$ cat src/rtl/stack_ctrl.sv
// Push/pop sequencer between the control unit and the stack memory port.
// Optional over/underflow guard is enabled by defining STACK_GUARD_EN.
module stack_ctrl #(
  parameter logic [15:0] STACK_TOP   = 16'h01FF,
  parameter logic [15:0] STACK_LIMIT = 16'h0100
) (
  input  logic        clk,
  input  logic        rst,
  input  logic        req_valid,
  output logic        req_ready,
  input  logic        req_op,
  input  logic [15:0] req_data,
  output logic        rsp_valid,
  output logic [15:0] rsp_data,
  output logic        rsp_err,
  input  logic [15:0] sp_in,
  output logic        sp_dec,
  output logic        sp_inc,
  output logic [15:0] mem_addr,
  output logic [15:0] mem_wdata,
  output logic        mem_we,
  output logic        mem_re,
  input  logic [15:0] mem_rdata,
  input  logic        clr_err,
  output logic        ovf,
  output logic        udf
);

  typedef enum logic [2:0] {
    IDLE, PUSH_WR, PUSH_DEC, POP_INC, POP_RD, POP_CAP, DONE
  } state_t;

  state_t      state;
  logic [15:0] addr_q;
  logic        blocked;

`ifdef STACK_GUARD_EN
  logic ovf_set, udf_set;

  // Guard looks at the pointer as it stands on the accept edge.
  assign ovf_set = req_valid && req_ready && !req_op && (sp_in < STACK_LIMIT);
  assign udf_set = req_valid && req_ready &&  req_op && (sp_in >= STACK_TOP);
  assign blocked = ovf_set || udf_set;

  always_ff @(posedge clk or negedge rst) begin
    if (!rst) begin
      ovf <= 1'b0;
      udf <= 1'b0;
    end else begin
      if (ovf_set)      ovf <= 1'b1;
      else if (clr_err) ovf <= 1'b0;
      if (udf_set)      udf <= 1'b1;
      else if (clr_err) udf <= 1'b0;
    end
  end
`else
  logic unused_cfg;

  assign blocked    = 1'b0;
  assign ovf        = 1'b0;
  assign udf        = 1'b0;
  assign unused_cfg = ^{clr_err, STACK_TOP, STACK_LIMIT};
`endif

  // The read address must follow sp_in combinationally: the pointer only
  // settles in the cycle after sp_inc, which is the POP_RD cycle itself.
  assign mem_addr = (state == PUSH_WR || state == POP_RD) ? sp_in : addr_q;

  always_ff @(posedge clk or negedge rst) begin
    if (!rst) begin
      state     <= IDLE;
      req_ready <= 1'b0;
      rsp_valid <= 1'b0;
      rsp_err   <= 1'b0;
      rsp_data  <= '0;
      mem_wdata <= '0;
      mem_we    <= 1'b0;
      mem_re    <= 1'b0;
      sp_dec    <= 1'b0;
      sp_inc    <= 1'b0;
      addr_q    <= '0;
    end else begin
      mem_we    <= 1'b0;
      mem_re    <= 1'b0;
      sp_dec    <= 1'b0;
      sp_inc    <= 1'b0;
      rsp_valid <= 1'b0;
      rsp_err   <= 1'b0;
      case (state)
        IDLE: begin
          req_ready <= 1'b1;
          if (req_valid && req_ready) begin
            req_ready <= 1'b0;
            if (blocked) begin
              state     <= DONE;
              rsp_valid <= 1'b1;
              rsp_err   <= 1'b1;
            end else if (!req_op) begin
              state     <= PUSH_WR;
              mem_we    <= 1'b1;
              mem_wdata <= req_data;
            end else begin
              state  <= POP_INC;
              sp_inc <= 1'b1;
            end
          end
        end
        PUSH_WR: begin
          addr_q <= sp_in;
          sp_dec <= 1'b1;
          state  <= PUSH_DEC;
        end
        PUSH_DEC: begin
          rsp_valid <= 1'b1;
          state     <= DONE;
        end
        POP_INC: begin
          mem_re <= 1'b1;
          state  <= POP_RD;
        end
        POP_RD: begin
          addr_q <= sp_in;
          state  <= POP_CAP;
        end
        POP_CAP: begin
          rsp_data  <= mem_rdata;
          rsp_valid <= 1'b1;
          state     <= DONE;
        end
        DONE: begin
          req_ready <= 1'b1;
          state     <= IDLE;
        end
        default: state <= IDLE;
      endcase
    end
  end

endmodule

$ cat config.mk
export PLATFORM = sky130hd
export DESIGN_NAME = stack_ctrl
export DESIGN_NICKNAME = d
export VERILOG_FILES = /design/src/rtl/stack_ctrl.sv
export SDC_FILE = /design/constraint.sdc
export NUM_CORES = 1
export LEC_CHECK = 0
export CORE_UTILIZATION = 37
export DETAILED_ROUTE_END_ITERATION = 8
export GPL_TIMING_DRIVEN = 0
export PLACE_DENSITY = 0.79
export SLEW_MARGIN = 5
export SYNTH_ARGS = -nofsm -noshare
export SYNTH_HDL_FRONTEND = slang
export SYNTH_SLANG_ARGS = --single-unit
export TNS_END_PERCENT = 5
$ cat constraint.sdc
create_clock -name clk -period 2.2 [get_ports clk]
set_clock_uncertainty 0.15 [all_clocks]
set_input_delay 0.22 -clock clk [delete_from_list [all_inputs] [get_ports clk]]
set_output_delay 0.22 -clock clk [all_outputs]
set_load 0.005 [all_outputs]
==> flow_summary_export.csv <==
group,metric,value,unit
outcome,status,"completed",
die,die_h,80.1,um
pwr,total_leakage_power,1.77,nW
cts,clk_latency,0.33,ns
placed_design,port-buffer-count,105,
sta,layout_min_cycle_time,2.20,ns
sta,period_share,0.998,
placed_design,dp_hpwl,3390,um
pwr,p_int,4.31,mW
worst_setup_path,startpoint_type,"flip-flop",
cts,cts_tree,"done",
logic_synthesis,ys_top_cells_by_area,"dfrtp_1 (63%), mux2_2 (19%), mux2_4 (6.0%), buf_4 (2.0%), buf_6 (1.0%)",
cts,cts-root-buf,"clkbuf_8",
logic_synthesis,avgSynthCellArea,16.1,sq um
cells_and_area,area_growth,69.5,%
detailed_routing,routedWlPerCell,14.0,um
worst_hold_path,hold_class,"in -> async",
detailed_routing,vias_per_cell,4.57,
worst_setup_path,crit_type,"reg -> out",
worst_setup_path,crit_family,"flip-flops",
cells_and_area,drive_gt1_frac,0.403,
pwr,powerDensity,1550,nW/um^2
global_routing,grt_first_pass_wirelength,7820,um
sta,rsz0062_at_grt,"yes",
pwr,swShare,0.274,
cells_and_area,layout_commonest_cell,"clkdlybuf4s50_1",
sta,max_slew_margin,0.615,
global_routing,grt_max_degree,35,
logic_synthesis,yosysSeqAreaShare,0.632,
detailed_routing,drc,0,
detailed_routing,drt_iter0_markers,44,
sta,worst_pin_slew,0.577,ns
cts,cts_inserted_buffers,9,
cts,htree_levels,3,
sta,clock.fmax,455,MHz
die,core.rowCount,28,
detailed_routing,detail_route.first_pass.iterations,4,
die,core,5890,sq um
global_routing,antenna_found_initial,0,
cells_and_area,most-common-layout-cells,"clkdlybuf4s50_1 (88), dfrtp_1 (55), mux2_2 (27), buf_6 (22), mux2_4 (20)",
detailed_routing,drt_wl_total,4930,um
logic_synthesis,synth_top_area_cell,"dfrtp_1",
logic_synthesis,ys_warn_count,0,
pwr,clockPowerShare,0.163,
logic_synthesis,synth_cell_types,27,
logic_synthesis,synth_top_area_share,0.632,
cts,clock-sinks,57,
job,drv_cap,0,
worst_setup_path,crit_top_cell,"buf_6",
placed_design,place_congestion,0.755,
placed_design,dp.cells,323,
pwr,p_switching,1.62,mW
cts,clk_path_buf_depth,2,
cells_and_area,fill_cells,438,
global_routing,track_usage,0.168,
logic_synthesis,ys_ff_latch,57,
die,ioPinCount,110,
worst_setup_path,crit_fanout,6,
cells_and_area,stdcell_count,353,
detailed_routing,ant_nets,0,
sta,final_max_slew_viol_count,0,
global_routing,grt_pass1_vias,1627,
logic_synthesis,syn-instance-count,140,
cells_and_area,final_net_count,327,
worst_setup_path,worst_path_max_delay_cell,"dfrtp_2",
die,die_w,80.1,um
sta,finalHoldViolations,0,
worst_setup_path,worst-path-buf-inv,3,
pwr,ir_worst_vdd,0.727,mV
cts,clkTransAtPathRegs,0.06,ns
cells_and_area,fin_util,0.650,
die,die_area,6420,sq um
sta,finalSetupViolCount,0,
global_routing,grt_overflow,0,
worst_setup_path,slowest_delay,0.44,ns
worst_setup_path,arrival,1.83,ns
logic_synthesis,syn-cell-area,2260,sq um
worst_setup_path,critPathRequiredTime,1.83,ns
detailed_routing,vias,1614,
pwr,p_comb_frac,0.534,
die,initial_core_util,0.384,
pwr,seq_power_share,0.304,
worst_setup_path,worst_setup_path_end_kind,"primary output",
worst_setup_path,path_cells,"xnor2_4 > nor2_4 > buf_6 > buf_6 > mux2_4 > buf_6",
cells_and_area,diodes,0,
-- timing repair --
| item | in CTS | in global routing |
|---|---|---|
| setup endpoints to repair | 16 | 16 |
| endpoints found under the hold margin | 23 | 0 |
| hold buffers | 1 | 0 |
| setup buffers | 13 | 2 |
| pin swaps | 2 | 2 |
| cloned | 1 | 0 |
| resized for setup | 94 | 7 |
-- metrics by stage --
stage	instance area, sq um	worst slack (ns)	power, mW	TNS [ns]	hold slack (ns)
after floorplan	2260	0.421	2.98	0	-0.226
after global placement	3410	-0.980	4.33	-57.26	0.329
after detailed placement	3420	-0.191	4.40	-1.78	0.0981
after CTS	3830	-0.0812	5.99	-0.895	0.270
after global routing	3820	-0.0738	6.31	-0.576	0.323
final	3820	0.00346	5.93	0	0.271
-- area by class of cell --
type                            count  area, sq um  share of cell area
Buffer                              8         83.8              0.0219
Timing Repair Buffer              123         1210               0.317
Multi-Input combinational cell     72          797               0.208
Clock inverter                      3         40.0              0.0105
Clock buffer                       12          155              0.0406
Tap cell                           75         93.8              0.0245
Inverter                            3         13.8             0.00360
Sequential cell                    57         1430               0.374
-- synthesized netlist by cell type (all sizes together) --
cell / count
a21oi: 2
a2bb2oi: 1
and3: 3
and3b: 1
buf: 10
conb: 1
dfrtp: 57
inv: 3
mux2: 48
nand2: 2
nand3b: 1
nor2: 3
nor3: 2
o21ai: 2
o22a: 1
or3: 1
xnor2: 1
xor2: 1
-- sequential cells by signal, indices dropped and copies added (netlist names) --
| name | cells |
|---|---|
| addr_q | 16 |
| mem_wdata | 16 |
| rsp_data | 16 |
| state | 3 |
| mem_re | 1 |
| mem_we | 1 |
| req_ready | 1 |
| rsp_valid | 1 |
| sp_dec | 1 |
| sp_inc | 1 |
-- power by group through the flow --
stage / clock (mW) / sequential, mW / combinational, mW
floorplan: 0 / 1.79 / 1.18
global placement: 0 / 1.76 / 2.57
detailed placement: 0 / 1.79 / 2.61
CTS: 0.991 / 1.79 / 3.21
global route: 1.06 / 1.87 / 3.38
finish: 0.966 / 1.80 / 3.17
-- path summary, 6_finish.rpt --
path | start | to | slack (ns) | cells past startpoint
worst max-delay path | state[0] | mem_addr[7] | 0.003 | 6
worst min-delay path | rst | mem_wdata[11] | 0.27 | 2
worst max register to register | state[0] | rsp_data[12] | 0.27 | 7
worst min register to register | addr_q[0] | addr_q[0] | 0.34 | 1
max in group asynchronous | rst | state[2] | 1.04 | 3
min in group clk | req_data[6] | mem_wdata[6] | 0.33 | 2
-- routing by layer --
metal | part of all wire | track usage
met1 | 0.43 | 0.203
met2 | 0.49 | 0.267
met3 | 0.063 | 0.0636
met4 | 0.024 | 0.0750
met5 | 0 | 0
-- kinds of logic (layout without fill, tap and decap cells) --
group / count (synthesis) / after routing / share of synthesized area
buffers and inverters: 13 / 149 / 0.0471
muxes: 48 / 48 / 0.254
AOI/OAI and AO/OA: 6 / 6 / 0.0166
xor gates and xnor gates: 2 / 2 / 0.00776
other: 1 / 3 / 0.00166
and+or+nand+nor: 13 / 13 / 0.0405
DFF: 57 / 57 / 0.632
No activity file was read; power rests on OpenSTA's default activity.
